$ cat src/rtl/video_timing_gen.sv
// Raster timing, pixel request and RGB re-alignment feeding the TMDS encoders.
// Optional colour-bar source enabled by VIDEO_TIMING_GEN_PATTERN_EN.
module video_timing_gen #(
   parameter int   H_ACTIVE  = 640,
   parameter int   H_FP      = 16,
   parameter int   H_SYNC    = 96,
   parameter int   H_BP      = 48,
   parameter int   V_ACTIVE  = 480,
   parameter int   V_FP      = 10,
   parameter int   V_SYNC    = 2,
   parameter int   V_BP      = 33,
   parameter logic HSYNC_POL = 1'b0,
   parameter logic VSYNC_POL = 1'b0
) (
   input  logic        i_clk,
   input  logic        i_rst,
   input  logic [23:0] i_pixel,
   input  logic        i_pattern,
   output logic        o_req,
   output logic [11:0] o_x,
   output logic [11:0] o_y,
   output logic        o_de,
   output logic [1:0]  o_c,
   output logic [7:0]  o_red,
   output logic [7:0]  o_green,
   output logic [7:0]  o_blue,
   output logic        o_line_start,
   output logic        o_frame_start
);

   localparam int H_TOTAL = H_ACTIVE + H_FP + H_SYNC + H_BP;
   localparam int V_TOTAL = V_ACTIVE + V_FP + V_SYNC + V_BP;

   localparam logic [11:0] HA_LAST  = 12'(H_ACTIVE - 1);
   localparam logic [11:0] HFP_LAST = 12'(H_ACTIVE + H_FP - 1);
   localparam logic [11:0] HSY_LAST = 12'(H_ACTIVE + H_FP + H_SYNC - 1);
   localparam logic [11:0] HT_LAST  = 12'(H_TOTAL - 1);
   localparam logic [11:0] VA       = 12'(V_ACTIVE);
   localparam logic [11:0] VS_BEG   = 12'(V_ACTIVE + V_FP);
   localparam logic [11:0] VS_END   = 12'(V_ACTIVE + V_FP + V_SYNC);
   localparam logic [11:0] VT_LAST  = 12'(V_TOTAL - 1);

   typedef enum logic [1:0] {
      H_ACT,
      H_FPS,
      H_SYN,
      H_BPS
   } hstate_e;

   hstate_e     state_q, state_d;
   logic [11:0] h_cnt_q, h_cnt_d;
   logic [11:0] v_cnt_q, v_cnt_d;

   logic active_w;
   logic hsync_w;
   logic vsync_w;

   // Stage 0: horizontal FSM with its position counters
   always_comb begin
      state_d = state_q;
      h_cnt_d = h_cnt_q + 12'd1;
      v_cnt_d = v_cnt_q;
      unique case (state_q)
         H_ACT: if (h_cnt_q == HA_LAST) state_d = H_FPS;
         H_FPS: if (h_cnt_q == HFP_LAST) state_d = H_SYN;
         H_SYN: if (h_cnt_q == HSY_LAST) state_d = H_BPS;
         H_BPS: begin
            if (h_cnt_q == HT_LAST) begin
               state_d = H_ACT;
               h_cnt_d = '0;
               v_cnt_d = (v_cnt_q == VT_LAST) ? '0 : v_cnt_q + 12'd1;
            end
         end
         default: state_d = H_ACT;
      endcase
   end

   always_ff @(posedge i_clk) begin
      if (i_rst) begin
         state_q <= H_ACT;
         h_cnt_q <= '0;
         v_cnt_q <= '0;
      end else begin
         state_q <= state_d;
         h_cnt_q <= h_cnt_d;
         v_cnt_q <= v_cnt_d;
      end
   end

   assign active_w = (state_q == H_ACT) && (v_cnt_q < VA);
   assign hsync_w  = (state_q == H_SYN);
   assign vsync_w  = (v_cnt_q >= VS_BEG) && (v_cnt_q < VS_END);

   // Stage 1: request plus timing flags waiting for the pixel
   logic        req_q;
   logic [11:0] x_q, y_q;
   logic        hs1_q, vs1_q, ls1_q, fs1_q;

   always_ff @(posedge i_clk) begin
      if (i_rst) begin
         req_q <= 1'b0;
         x_q   <= '0;
         y_q   <= '0;
         hs1_q <= 1'b0;
         vs1_q <= 1'b0;
         ls1_q <= 1'b0;
         fs1_q <= 1'b0;
      end else begin
         req_q <= active_w;
         x_q   <= active_w ? h_cnt_q : '0;
         y_q   <= active_w ? v_cnt_q : '0;
         hs1_q <= hsync_w;
         vs1_q <= vsync_w;
         ls1_q <= active_w && (h_cnt_q == '0);
         fs1_q <= active_w && (h_cnt_q == '0) && (v_cnt_q == '0);
      end
   end

   logic [23:0] pix_w;

`ifdef VIDEO_TIMING_GEN_PATTERN_EN
   localparam logic [11:0] BAR_LAST = 12'(H_ACTIVE / 8 - 1);

   logic [11:0] bcnt_q;
   logic [2:0]  bar_q, bar1_q;
   logic        pat_q;
   logic [23:0] bar_rgb;

   // Bar index tracks h_cnt; wraps to 0 after eight bars and at line end
   always_ff @(posedge i_clk) begin
      if (i_rst || (h_cnt_d == '0)) begin
         bcnt_q <= '0;
         bar_q  <= '0;
      end else if (state_q == H_ACT) begin
         if (bcnt_q == BAR_LAST) begin
            bcnt_q <= '0;
            bar_q  <= bar_q + 3'd1;
         end else begin
            bcnt_q <= bcnt_q + 12'd1;
         end
      end
   end

   always_ff @(posedge i_clk) begin
      if (i_rst) begin
         bar1_q <= '0;
         pat_q  <= 1'b0;
      end else begin
         bar1_q <= bar_q;
         if (active_w && (h_cnt_q == '0) && (v_cnt_q == '0))
            pat_q <= i_pattern;
      end
   end

   always_comb begin
      bar_rgb = 24'h000000;
      case (bar1_q)
         3'd0:    bar_rgb = 24'hFFFFFF;
         3'd1:    bar_rgb = 24'hFFFF00;
         3'd2:    bar_rgb = 24'h00FFFF;
         3'd3:    bar_rgb = 24'h00FF00;
         3'd4:    bar_rgb = 24'hFF00FF;
         3'd5:    bar_rgb = 24'hFF0000;
         3'd6:    bar_rgb = 24'h0000FF;
         default: bar_rgb = 24'h000000;
      endcase
   end

   assign pix_w = pat_q ? bar_rgb : i_pixel;
`else
   logic unused_pattern;
   assign unused_pattern = i_pattern;
   assign pix_w = i_pixel;
`endif

   // Stage 2: encoder-facing registers, all aligned to the returned pixel
   logic        de_q;
   logic [1:0]  c_q;
   logic [23:0] rgb_q;
   logic        ls2_q, fs2_q;

   always_ff @(posedge i_clk) begin
      if (i_rst) begin
         de_q  <= 1'b0;
         c_q   <= {~VSYNC_POL, ~HSYNC_POL};
         rgb_q <= '0;
         ls2_q <= 1'b0;
         fs2_q <= 1'b0;
      end else begin
         de_q  <= req_q;
         c_q   <= {vs1_q ? VSYNC_POL : ~VSYNC_POL,
                   hs1_q ? HSYNC_POL : ~HSYNC_POL};
         rgb_q <= req_q ? pix_w : '0;
         ls2_q <= ls1_q;
         fs2_q <= fs1_q;
      end
   end

   assign o_req         = req_q;
   assign o_x           = x_q;
   assign o_y           = y_q;
   assign o_de          = de_q;
   assign o_c           = c_q;
   assign o_red         = rgb_q[23:16];
   assign o_green       = rgb_q[15:8];
   assign o_blue        = rgb_q[7:0];
   assign o_line_start  = ls2_q;
   assign o_frame_start = fs2_q;

endmodule
$ cat config.mk
export PLATFORM = sky130hd
export DESIGN_NAME = video_timing_gen
export DESIGN_NICKNAME = d
export VERILOG_FILES = /design/src/rtl/video_timing_gen.sv
export SDC_FILE = /design/constraint.sdc
export NUM_CORES = 1
export LEC_CHECK = 0
export CAP_MARGIN = 30
export CORE_ASPECT_RATIO = 0.7
export CORE_MARGIN = 5
export CORE_UTILIZATION = 51
export CTS_CLUSTER_SIZE = 24
export DETAILED_ROUTE_END_ITERATION = 8
export GPL_ROUTABILITY_DRIVEN = 1
export PLACE_DENSITY = 0.95
export RECOVER_POWER = 50
export SLEW_MARGIN = 20
export SYNTH_ARGS = -nofsm -noshare
export SYNTH_HDL_FRONTEND = slang
export SYNTH_SLANG_ARGS = --single-unit
$ cat constraint.sdc
create_clock -name i_clk -period 4.7 [get_ports i_clk]
set_clock_uncertainty 0.15 [all_clocks]
set_input_delay 0.705 -clock i_clk [delete_from_list [all_inputs] [get_ports i_clk]]
set_output_delay 0.705 -clock i_clk [all_outputs]
set_load 0.01 [all_outputs]
# --- Yosys cells after proc, flatten, opt, wreduce, memory -nomap -nowiden ---
# Cells that the tools add are included.
totals:
  register_bits: 84
  output_inout_bits: 54
  word_cells: 55
op_classes:
  addsub: 2
  n_lt_le_gt_ge: 3
  n_eq_ne: 12
  muxes: 10
  n_bitwise: 2
  reduce_logical: 11
ops:
  columns: ["cell", "n"]
  rows:
  - ["equality test 12 x 10 -> 1 bit, second input constant", 5]
  - ["2-to-1 mux 12 bit", 3]
  - ["adder 12 x 1 -> 12 bit, second input constant", 2]
  - ["logical NOT 12 bit", 2]
  - ["< comparator 12 x 9 -> 1 bit, second input constant", 2]
  - ["greater-or-equal comparator 12 x 9 -> 1 bit, second input constant", 1]
  - ["2-to-1 mux 2 bit", 4]
  - ["case mux 2 bit (4 select lines)", 1]
  - ["inequality test 2 bit, second input constant", 3]
  - ["equality test 2 bit, second input constant", 2]
  - ["logical AND 1 bit", 4]
  - ["AND reduction 4 bit", 1]
  - ["OR reduction 2 bit", 2]
  - ["equality test 2 x 1 -> 1 bit, second input constant", 1]
  - ["logical NOT 2 bit", 1]
  - ["2-to-1 mux 1 bit", 2]
  - ["inequality test 2 x 1 -> 1 bit, second input constant", 1]
  - ["inverter 1 bit", 2]
  - ["AND reduction 2 bit", 1]

# --- Longest topological paths before layout ---
# Gate-level depths: netlist of run 1.
depth:
  depth_word: 4
  mapped_depth: 8
  mapped_depth_nobuf: 7

# --- Least setup slack after synthesis of run 1 ---
# No wires, ideal clock.
synth_timing:
  kind: "register to register"
  from: "reg h_cnt_q[5]"
  to: "reg v_cnt_q[10]"
  arrival_ps: 1734
  required_ps: 4466
  setup_slack_ps: 2732
  stages_incl_launch_ff: 7
  n_path_buf: 1
  path_cell_list: "dfxtp_1 > or4_4 > nor4_4 > nand2_2 > or2_1 > buf_6 > o31ai_2"
synth_via:
  elab_chain_len: 2
synth_rtl:
  columns: ["element", "line", "rtl"]
  rows:
  - ["from (decl)", "51", "logic [11:0] h_cnt_q, h_cnt_d;"]
  - ["from (signal assigned)", "85", "h_cnt_q <= h_cnt_d;"]
  - ["equality test 12 x 10 -> 1 bit", "68", "if (h_cnt_q == HT_LAST) begin"]
  - ["AND reduction 2 bit (no source line)", null, null]
  - ["to (signal assigned)", "86", "v_cnt_q <= v_cnt_d;"]
  - ["to (decl)", "52", "logic [11:0] v_cnt_q, v_cnt_d;"]
# Every way passes these cells.
# A chain may end at the register's enable or synchronous reset.

# --- Worst setup path in the final report of run 1 ---
layout_timing:
  from: "in i_rst"
  to: "reg x_q[1] (netlist: o_x[1])"
layout_via:
  elab_chain_len: 1
layout_rtl:
  columns: ["element", "line", "rtl"]
  rows:
  - ["from (decl)", "16", "input logic i_rst,"]
  - ["OR reduction 2 bit (no source line)", null, null]
  - ["to (signal assigned)", "110", "x_q <= active_w ? h_cnt_q : '0;"]
  - ["to (decl)", "96", "logic [11:0] x_q, y_q;"]
# Every way passes these cells.

==> results of run 1 <==
[how the worst max path moves through the flow]
stage               slack (ps)                   from                  endpoint
floorplan                 2730  h_cnt_q[5]$_SDFF_PP0_  v_cnt_q[10]$_SDFFE_PP0P_
global placement          1860                  i_rst      rgb_q[23]$_SDFF_PP0_
detailed placement        1840                  i_rst  v_cnt_q[11]$_SDFFE_PP0P_
CTS                       2240                  i_rst   v_cnt_q[6]$_SDFFE_PP0P_
global route              1870                  i_rst         o_y[4]$_SDFF_PP0_
finish                    2050                  i_rst         o_x[1]$_SDFF_PP0_
[registers in the layout, summed over array words and instances (netlist names)]
register	count
o_x	12
hs1_q	1
o_frame_start	1
h_cnt_q	12
state_q	2
fs1_q	1
o_req	1
vs1_q	1
o_c	2
o_de	1
v_cnt_q	12
o_y	12
o_line_start	1
rgb_q	24
ls1_q	1
[worst max-delay path: cells and delay by family]
family / cells / cell delay (ps)
buf+inv: 2 / 1380
simple gates: 2 / 700
[metrics by stage]
step | setup slack, ps | power, W | hold slack [ps] | utilization, %
after floorplan | 2730 | 0.000784 | 206 | -
after global placement | 1860 | 0.000836 | 217 | 67.1
after detailed placement | 1840 | 0.000839 | 216 | 67.2
after CTS | 2240 | 0.00140 | 235 | 71.1
after global routing | 1870 | 0.00144 | 246 | 70.9
final | 2050 | 0.00138 | 231 | 70.9
[logic make-up after synthesis]
family,count (synthesis),synth area share (%)
adders and majority gates,8,3.34
buffers and inverters,24,3.30
muxes,1,0.334
AOI/OAI and AO/OA,34,7.93
DFF,84,56.1
other,1,0.125
xor gates and xnor gates,10,2.92
and+or+nand+nor,129,26.0
[layer usage]
layer	track usage [%]	vias to the layer above	share of wire [%]	wire (µm)
met5	0	-	0	0
met4	6.64	0	2.0	133
met3	6.28	13	10	669
met2	28.9	95	44	2860
met1	22.7	1020	44	2850
li1	-	1123	-	-
[area by class of cell]
| class | instances | area (µm²) | area share [%] |
|---|---|---|---|
| timing repair buffer | 81 | 802 | 19.7 |
| multi-input combinational | 185 | 1220 | 30.0 |
| tap | 75 | 93.8 | 2.31 |
| sequential | 84 | 1680 | 41.4 |
| clock buffer | 10 | 128 | 3.14 |
| inverter | 11 | 41.3 | 1.02 |
| clock inverter | 6 | 95.1 | 2.34 |
[power by group through the flow]
stage	Clock [W]	Combinational, W	Sequential [W]
detailed placement	0	0.0000866	0.000753
global route	0.000610	0.0000885	0.000737
CTS	0.000577	0.0000872	0.000736
finish	0.000567	0.0000810	0.000735
global placement	0	0.0000836	0.000752
floorplan	0	0.0000261	0.000758
[placed cells by master, fill, tap and decap left out, drive strengths merged, types with 2 or more instances in the layout]
cell type / instances
bufinv: 2
nor2b: 7
dfxtp: 84
and4: 4
clkbuf: 11
nand3: 8
ha: 8
xnor2: 8
a31oi: 2
inv: 13
nand2b: 6
and2: 48
o21ai: 16
clkdlybuf4s50: 31
xor2: 2
dlygate4sd3: 48
or4b: 2
nor4: 3
clkinvlp: 2
nor4b: 5
o31ai: 8
nand4: 2
nand2: 9
conb: 3
nor3: 3
or3: 2
and3: 3
a21oi: 5
nor2: 22
==> impl_metrics.yaml, run 1 <==
status:
  outcome: "complete, no violations"
die:
  coreArea_um2: 5730
  fp.dieW_um: 102
  fp.dieH_um: 74.2
  rows: 23
  die_area_um2: 7540
  ios: 81
  start_util_pct: 52.4
grt:
  grt_pass1_vias: 2196
  antenna_found_initial: 0
  grt_max_degree: 23
  grt_pass1_wl_mm: 10.5
  grt-ovfl-total: 0
  grt_usage_pct: 18.0
sta:
  post-route-min-period_ps: 2650
  grt_setup_unrepaired: "no"
  setup_tns_ps: 0
  setup_viol: 0
  hold_violations: 0
  tightestPinTransition_ps: 870
  fmax_mhz: 378
  slew_viol_final: 0
  fin_crit_sh_pct: 56.3
  slew_headroom_pct: 42.0
worst_setup_path:
  reg2reg_depth: 6
  start_kind: "input port"
  cp_max_fo: 22
  cp-end-kind: "flip-flop"
  critPathArrivalTime_ps: 2790
  slowest_stage: "dlygate4sd3_1"
  r2r-start: "v_cnt_q[0]$_SDFFE_PP0P_"
  r2r_slack_ps: 2370
  path_cells: "dlygate4sd3_1 > nor4b_1 > clkbuf_1 > and2_1"
  path_class: "input port to flip-flop"
  crit_required_ps: 4840
  slowest_delay_ps: 740
  r2r-end: "v_cnt_q[2]$_SDFFE_PP0P_"
cts:
  cts_made_buffers: 9
  clk_latency_ps: 350
  cts_tree: "done"
  postCtsResizedCells: 0
  cts_buffer_depth: 2
  postCtsHoldBufs: 0
  cts.clk_slew.worst_paths_ps: 80
  root_buffer: "clkbuf_8"
  htreeDepth: 3
  cts_setup_buffers: 0
  cts_sinks: 84
yosys:
  yosys.area.top_type: "dfxtp_1"
  netlist_top_cells_count: "84 x dfxtp_1, 48 x and2_1, 22 x nor2_1, 13 x o21ai_1"
  synth-edff-count: 0
  yosysSeqAreaShare_pct: 56.1
  synth_area_leaders: "dfxtp_1 56%, and2_1 10%, ha_1 3.3%"
  synth_area_per_cell_um2: 10.3
  synth.distinct_cells: 41
  synth_warnings: 0
  ys_seq_elements: 84
  synth.most_common_cell: "dfxtp_1"
  synthFlopType: "dfxtp_1"
  synthArstFlopShare_pct: 0
  synth_cells: 291
  synthesis.area_um2: 3000
  synth_top_area_share_pct: 56.1
power:
  p_seq_share_pct: 53.2
  peakVddDrop_mv: 0.181
  p_leak_nw: 1.65
  power_density_nw_per_um2: 340
  p_sw_share_pct: 21.8
  power_frac_comb_pct: 5.9
  power.switching_w: 0.000302
  clock_power_share_pct: 41.0
  intPower_w: 0.00108
cells_and_area:
  fillers: 399
  antennaDiodeCount: 0
  fin_cells: 452
  area_growth_pct: 35.4
  fin_area_um2: 4060
  nNetsFinal: 407
  drive_gt1_share_pct: 6.90
placement:
  port_buffers: 79
  gp_congestion: 0.878
  placed_cells: 436
  place_hpwl_mm: 4.69
  post_dp_cell_area_um2: 3850
hold_path:
  hold_path_class: "flip-flop to flip-flop"
  worstHoldEndpoint: "o_c[1]$_SDFF_PP1_"
  min_path_cells: 1
  hp-start: "vs1_q$_SDFF_PP0_"
routing:
  vias_per_cell: 4.98
  postRouteWirelength_mm: 6.51
  drtIter0Drc: 158
  first_pass_iters: 4
  drc: 0
  avgRoutedWirePerCell_um: 14.4
  drtAntennaViolNets: 0
  vias: 2251
flow_run:
  cap_viol_max_count: 0
No activity file was read; power rests on OpenSTA's default activity.
==> inputs of run 2 (changes only) <==
CORE_UTILIZATION = 47   (was 51)
PLACE_DENSITY = 0.9   (was 0.95)
clock period = 2.5 ns   (was 4.7 ns; I/O delays follow)
==> run 2 against run 1 <==
Compared with the run above: clock-buffer cell count is the same; core utilization shrank 4.9 points; clock power grew 99%; design area grew 0.99%; sequential cell count is the same; via count grew 2.5%; final cell count grew 1.3%; setup slack lost 1800 ps; sequential power grew 88%; die area grew 7.5%; combinational power grew 94%.
==> impl_metrics.yaml, run 2 (same netlist as run 1, synthesis figures left out) <==
sta:
  slew_headroom_pct: 40.6
  post-route-min-period_ps: 2270
  setup_viol: 0
  hold_violations: 0
  setup_tns_ps: 0
  fmax_mhz: 441
  grt_setup_unrepaired: "no"
  fin_crit_sh_pct: 90.8
  slew_viol_final: 0
  tightestPinTransition_ps: 892
flow_run:
  cap_viol_max_count: 0
cts:
  cts_setup_buffers: 0
  postCtsResizedCells: 0
  cts_sinks: 84
  cts_made_buffers: 9
  clk_latency_ps: 350
  cts.clk_slew.worst_paths_ps: 80
  cts_tree: "done"
  root_buffer: "clkbuf_8"
  htreeDepth: 3
  cts_buffer_depth: 2
  postCtsHoldBufs: 0
grt:
  grt_pass1_vias: 2206
  grt_max_degree: 23
  grt_pass1_wl_mm: 10.9
  grt-ovfl-total: 0
  grt_usage_pct: 17.0
  antenna_found_initial: 0
power:
  p_seq_share_pct: 51.8
  power.switching_w: 0.000544
  p_sw_share_pct: 20.4
  clock_power_share_pct: 42.4
  peakVddDrop_mv: 0.305
  power_density_nw_per_um2: 651
  power_frac_comb_pct: 5.9
  intPower_w: 0.00213
  p_leak_nw: 1.66
placement:
  port_buffers: 79
  place_hpwl_mm: 4.73
  gp_congestion: 0.890
cells_and_area:
  largest_register_ffs: 24
  utilization_pct: 66.0
  fillers: 458
  layout_commonest_cell: "dfxtp_1"
  area_growth_pct: 36.8
  antennaDiodeCount: 0
  final_cell_mix: "84 x dfxtp_1, 45 x dlygate4sd3_1, 42 x and2_1"
  nNetsFinal: 410
  top_register: "rgb_q"
  drive_gt1_share_pct: 7.37
routing:
  postRouteWirelength_mm: 6.68
  drtIter0Drc: 202
  top_layer: "met4"
  avgRoutedWirePerCell_um: 14.6
  drc: 0
  wl_met3_um: 612
  wl_met2_mm: 3.01
  drtAntennaViolNets: 0
  drt-met1-wl_mm: 2.99
  vias: 2308
  vias_per_cell: 5.04
  first_pass_iters: 4
worst_setup_path:
  crit_family: "buffers and inverters"
  start_kind: "input port"
  cp_max_fo: 22
  path_cells: "dlygate4sd3_1 > nor4b_1 > clkbuf_1 > and2_1"
  path_class: "input port to flip-flop"
  critPathArrivalTime_ps: 2410
  crit_required_ps: 2640
  slowest_delay_ps: 690
  cp-end-kind: "flip-flop"
  critPathBufInv: 2
  slowest_stage: "dlygate4sd3_1"
status:
  outcome: "complete, no violations"
die:
  start_util_pct: 48.2
  ios: 81
  die_area_um2: 8100
  fp.dieH_um: 76.8
  rows: 24
  coreArea_um2: 6220
  fp.dieW_um: 105
hold_path:
  hold_path_class: "flip-flop to flip-flop"
[run 2: layout make-up]
| cell class | instances | area (µm²) | area share, % |
|---|---|---|---|
| Multi-Input combinational cell | 185 | 1220 | 29.7 |
| Clock buffer | 10 | 128 | 3.11 |
| Tap cell | 78 | 97.6 | 2.38 |
| Inverter | 11 | 41.3 | 1.01 |
| Timing Repair Buffer | 84 | 821 | 20.0 |
| Clock inverter | 6 | 113 | 2.75 |
| Sequential cell | 84 | 1680 | 41.0 |
[run 2: through the flow]
stage | cells | power [W] | instance area, µm² | setup slack (ps) | hold slack (ps)
floorplan | 293 | 0.00147 | 3010 | 532 | 206
global placement | 441 | 0.00157 | 3870 | 87.6 | 211
detailed placement | 442 | 0.00158 | 3870 | 156 | 216
CTS | 458 | 0.00271 | 4120 | 261 | 230
global route | 458 | 0.00278 | 4100 | 38.6 | 264
finish | 458 | 0.00267 | 4100 | 231 | 234
[run 2: path summary, 6_finish.rpt]
| check | startpoint | end | slack (ps) | depth (start not counted) |
|---|---|---|---|---|
| max | i_rst | o_x[8]$_SDFF_PP0_ | 230 | 4 |
| min | vs1_q$_SDFF_PP0_ | o_c[1]$_SDFF_PP1_ | 230 | 1 |
| max reg2reg | v_cnt_q[0]$_SDFFE_PP0P_ | v_cnt_q[9]$_SDFFE_PP0P_ | 240 | 6 |
| min reg2reg | vs1_q$_SDFF_PP0_ | o_c[1]$_SDFF_PP1_ | 230 | 1 |
[run 2: layer usage]
metal,up-vias,GRT usage (%)
li1,1132,-
met1,1059,20.4
met2,108,27.6
met3,9,7.89
met4,0,4.06
met5,-,0
[run 2: power by group through the flow]
| stage | Sequential [W] | Clock [W] | Combinational (W) |
|---|---|---|---|
| finish | 0.00138 | 0.00113 | 0.000157 |
| global route | 0.00139 | 0.00122 | 0.000171 |
| CTS | 0.00138 | 0.00116 | 0.000168 |
| detailed placement | 0.00142 | 0 | 0.000166 |
| global placement | 0.00141 | 0 | 0.000161 |
| floorplan | 0.00143 | 0 | 0.0000491 |
==> inputs of run 3 (changes only) <==
SLEW_MARGIN = not set   (was 20)
==> results of run 3 <==
The final DEF is identical to that of run 2; final timing and power are the same.
==> RTL edit 1, RTL diff (settings of run 1) <==
Put a register stage on the outputs `o_red`, `o_green` and `o_blue`, cleared by the reset. The values now appear one clock later. The other outputs are not delayed to match.
--- a/src/rtl/video_timing_gen.sv
+++ b/src/rtl/video_timing_gen.sv
@@ -203,5 +203,13 @@
    assign o_c           = c_q;
-   assign o_red         = rgb_q[23:16];
-   assign o_green       = rgb_q[15:8];
-   assign o_blue        = rgb_q[7:0];
+   always_ff @(posedge i_clk) begin
+      if (i_rst) begin
+         o_red   <= '0;
+         o_green <= '0;
+         o_blue  <= '0;
+      end else begin
+         o_red   <= rgb_q[23:16];
+         o_green <= rgb_q[15:8];
+         o_blue  <= rgb_q[7:0];
+      end
+   end
    assign o_line_start  = ls2_q;
Behaviour: not the same (a bounded check fails within 4 cycles, from zero or initial values and one cycle with i_rst high).
==> RTL edit 1 against run 1 <==
- sequential cell count rose by 24
- final area rose by 15%
- worst setup slack improved by 0.13 ns
- via count rose by 20%
- wire length rose by 23%
- area after synthesis rose by 21%
- critical path depth fell by 1
- highest routed layer unchanged
Power is not compared: it rests on default switching activity, and its combinational part moved more than twofold at a synthesized area within 25%.
==> RTL edit 1: results (changes against run 1) <==
nMultiInputCombCells: 212  # +15%
pre_cts_slack_ns: 1.92  # +0.0764 ns
clk_pin_slew_ns: 0.10  # +0.02 ns
wl_met1_mm: 3.36  # +18%
via_per_inst: 5.17  # +3.8%
wl_mm: 8.04  # +23%
fill_cells: 498  # +25%
final-clk-cell-share: 0.0418  # -0.0131
use_met2: 0.338  # +0.0486
dp.cells: 508  # +17%
arrival_ns: 2.57  # -0.22 ns
dr.pass1.iters: 5  # +1
grtUsageTotal: 0.190  # +0.00952
syn_to_final_growth_pct: 29.1
r2r_start: "h_cnt_q[0]$_SDFF_PP0_"
drt_iter0_drc: 357  # +130%
drive_gt1_frac: 0.0581  # -0.0108
ys_ff_latch: 108  # +29%
die_w_um: 111  # +8.9%
status: "finished, final reports clean"
worstMarginPinSlew_ns: 1.04  # +0.170 ns
dr_wl_met2_mm: 3.98  # +39%
wl_per_cell_um: 15.3  # +6.5%
non_clock_inverter_count: 12  # +1
register_area_um2: 2160  # +29%
met1_usage: 0.217  # -0.0104
place_area_um2: 4490  # +17%
layout.non_clock_buffers: 82  # +1.2%
use_met3: 0.0633  # +0.000460
ys_types: 42  # +2.4%
synth-seq-area-share: 0.597  # +0.0366
==> RTL edit 1: logic make-up (layout without fill, tap and decap cells) <==
family / after synthesis / after routing / synth area share
XOR/XNOR: 10 / 10 / 0.0242
AND/OR/NAND/NOR: 154 / 154 / 0.249
buffers and inverters: 27 / 110 / 0.0321
AO/OA/AOI/OAI: 37 / 37 / 0.0691
flip-flops: 108 / 108 / 0.597
adder cells (fa/ha/maj): 8 / 8 / 0.0277
other: 1 / 3 / 0.00104
==> RTL edit 1: final timing paths <==
| kind | to | slack, ns | cells after the start |
|---|---|---|---|
| min reg2reg | o_c[0]$_SDFF_PP1_ | 0.24 | 1 |
| max | o_green[6]$_SDFF_PP0_ | 2.19 | 3 |
| max reg2reg | v_cnt_q[8]$_SDFFE_PP0P_ | 2.27 | 6 |
| min | o_c[0]$_SDFF_PP1_ | 0.24 | 1 |
==> RTL edit 1: worst max-delay path, stage by stage <==
cell	delay (ns)
dlygate4sd3_1	0.88
clkbuf_1	0.83
nor2b_1	0.16
==> RTL edit 2, RTL diff (settings of run 1) <==
Made on the original files. Build with the macro `VIDEO_TIMING_GEN_PATTERN_EN` defined.
--- a/src/rtl/video_timing_gen.sv
+++ b/src/rtl/video_timing_gen.sv
@@ -2,2 +2,4 @@
 // Optional colour-bar source enabled by VIDEO_TIMING_GEN_PATTERN_EN.
+`define VIDEO_TIMING_GEN_PATTERN_EN
+
 module video_timing_gen #(
Check against the original RTL: not equivalent (a bounded check fails within 4 cycles, from zero or initial values and one cycle with i_rst high).
==> RTL edit 2 against run 1 <==
- sequential power increased by 24%
- final area increased by 28%
- area after synthesis increased by 37%
- sequential share of layout area decreased by 1.7 points
- wire length increased by 51%
- worst setup slack got worse by 0.66 ns
- worst hold slack improved by 0.0059 ns
- final cell count increased by 34%
- via count increased by 48%
- power increased by 27%
- sequential cell count increased by 19
- clock power increased by 25%
- largest cell class unchanged
- highest routed layer unchanged
==> RTL edit 2: results (changes against run 1) <==
wl_mm: 9.86  # +51%
buf_share: 0.157  # -0.0405
switchingPower_uw: 421  # +40%
grt_pass1_vias: 3201  # +46%
rows: 27  # +17%
hold_path_end: "o_c[0]$_SDFF_PP1_"
non_clock_inverter_count: 13  # +2
ys_types: 49  # +20%
dp.cells: 591  # +36%
p_leak_uw: 0.00206  # +25%
post-dp-hpwl_mm: 7.27  # +55%
power_combinational_uw: 137  # +69%
layout.non_clock_buffers: 82  # +1.2%
arrival_ns: 3.39  # +0.60 ns
nNetsFinal: 538  # +32%
peakVddDrop_uv: 246  # +36%
final-clk-cell-share: 0.0549  # about the same
routabilityCongestion: 0.935  # +6.5%
grt_pass1_wl_mm: 16.1  # +53%
crit_path_max_incr_delay_ns: 0.81  # +0.07 ns
via_per_inst: 5.48  # +10%
drive_gt1_frac: 0.0593  # -0.00968
worstHoldStart: "hs1_q$_SDFF_PP0_"
io_buffers: 80  # +1.3%
p_sw_frac: 0.240  # +0.0216
critPathMaxFanout: 8  # -64%
nMultiInputCombCells: 292  # +58%
clock-sinks: 103  # +23%
status: "finished, final reports clean"
synth-seq-area-share: 0.504  # -0.0572
fill_cells: 560  # +40%
slowest_stage: "nor4_1"
postLayoutCoreUtil: 0.663  # -0.0460
==> RTL edit 2: cell types whose count changed after synthesis, moves of 8 or more <==
cell	change
xnor2_1	+12
nand3_1	+8
dfxtp_1	+19
and2_1	-30
a21oi_1	+26
nor3_1	+19
nand2b_1	+23
nand4_1	+9
o21ai_1	-12
nand2_1	+10
nor2_1	+14
==> RTL edit 2: worst max path at each step <==
stage | from | to | slack [ns] | cells past startpoint
final | h_cnt_q[0]$_SDFF_PP0_ | v_cnt_q[3]$_SDFFE_PP0P_ | 1.40 | 7
after global routing | h_cnt_q[0]$_SDFF_PP0_ | v_cnt_q[3]$_SDFFE_PP0P_ | 1.12 | 7
after detailed placement | i_rst | fs1_q$_SDFF_PP0_ | 1.58 | 4
after CTS | h_cnt_q[0]$_SDFF_PP0_ | v_cnt_q[3]$_SDFFE_PP0P_ | 1.78 | 7
after floorplan | h_cnt_q[0]$_SDFF_PP0_ | v_cnt_q[10]$_SDFFE_PP0P_ | 2.31 | 7
after global placement | h_cnt_q[0]$_SDFF_PP0_ | v_cnt_q[5]$_SDFFE_PP0P_ | 1.67 | 6
==> RTL edit 2: layer usage <==
layer	GRT usage	vias to the layer above	wire (um)
met2	0.326	156	4560
met5	0	-	0
met3	0.0556	14	996
li1	-	1623	-
met4	0.0573	0	119
met1	0.267	1536	4180
==> RTL edit 2: logic make-up (layout without fill, tap and decap cells) <==
family / Yosys count / in the layout / synth area share
muxes: 5 / 5 / 0.0122
and+or+nand+nor: 193 / 193 / 0.269
xor gates and xnor gates: 29 / 29 / 0.0620
adders and majority gates: 10 / 10 / 0.0306
DFF: 103 / 103 / 0.504
buffers and inverters: 37 / 111 / 0.0397
AOI/OAI and AO/OA: 52 / 52 / 0.0819
other: 1 / 3 / 0.000916
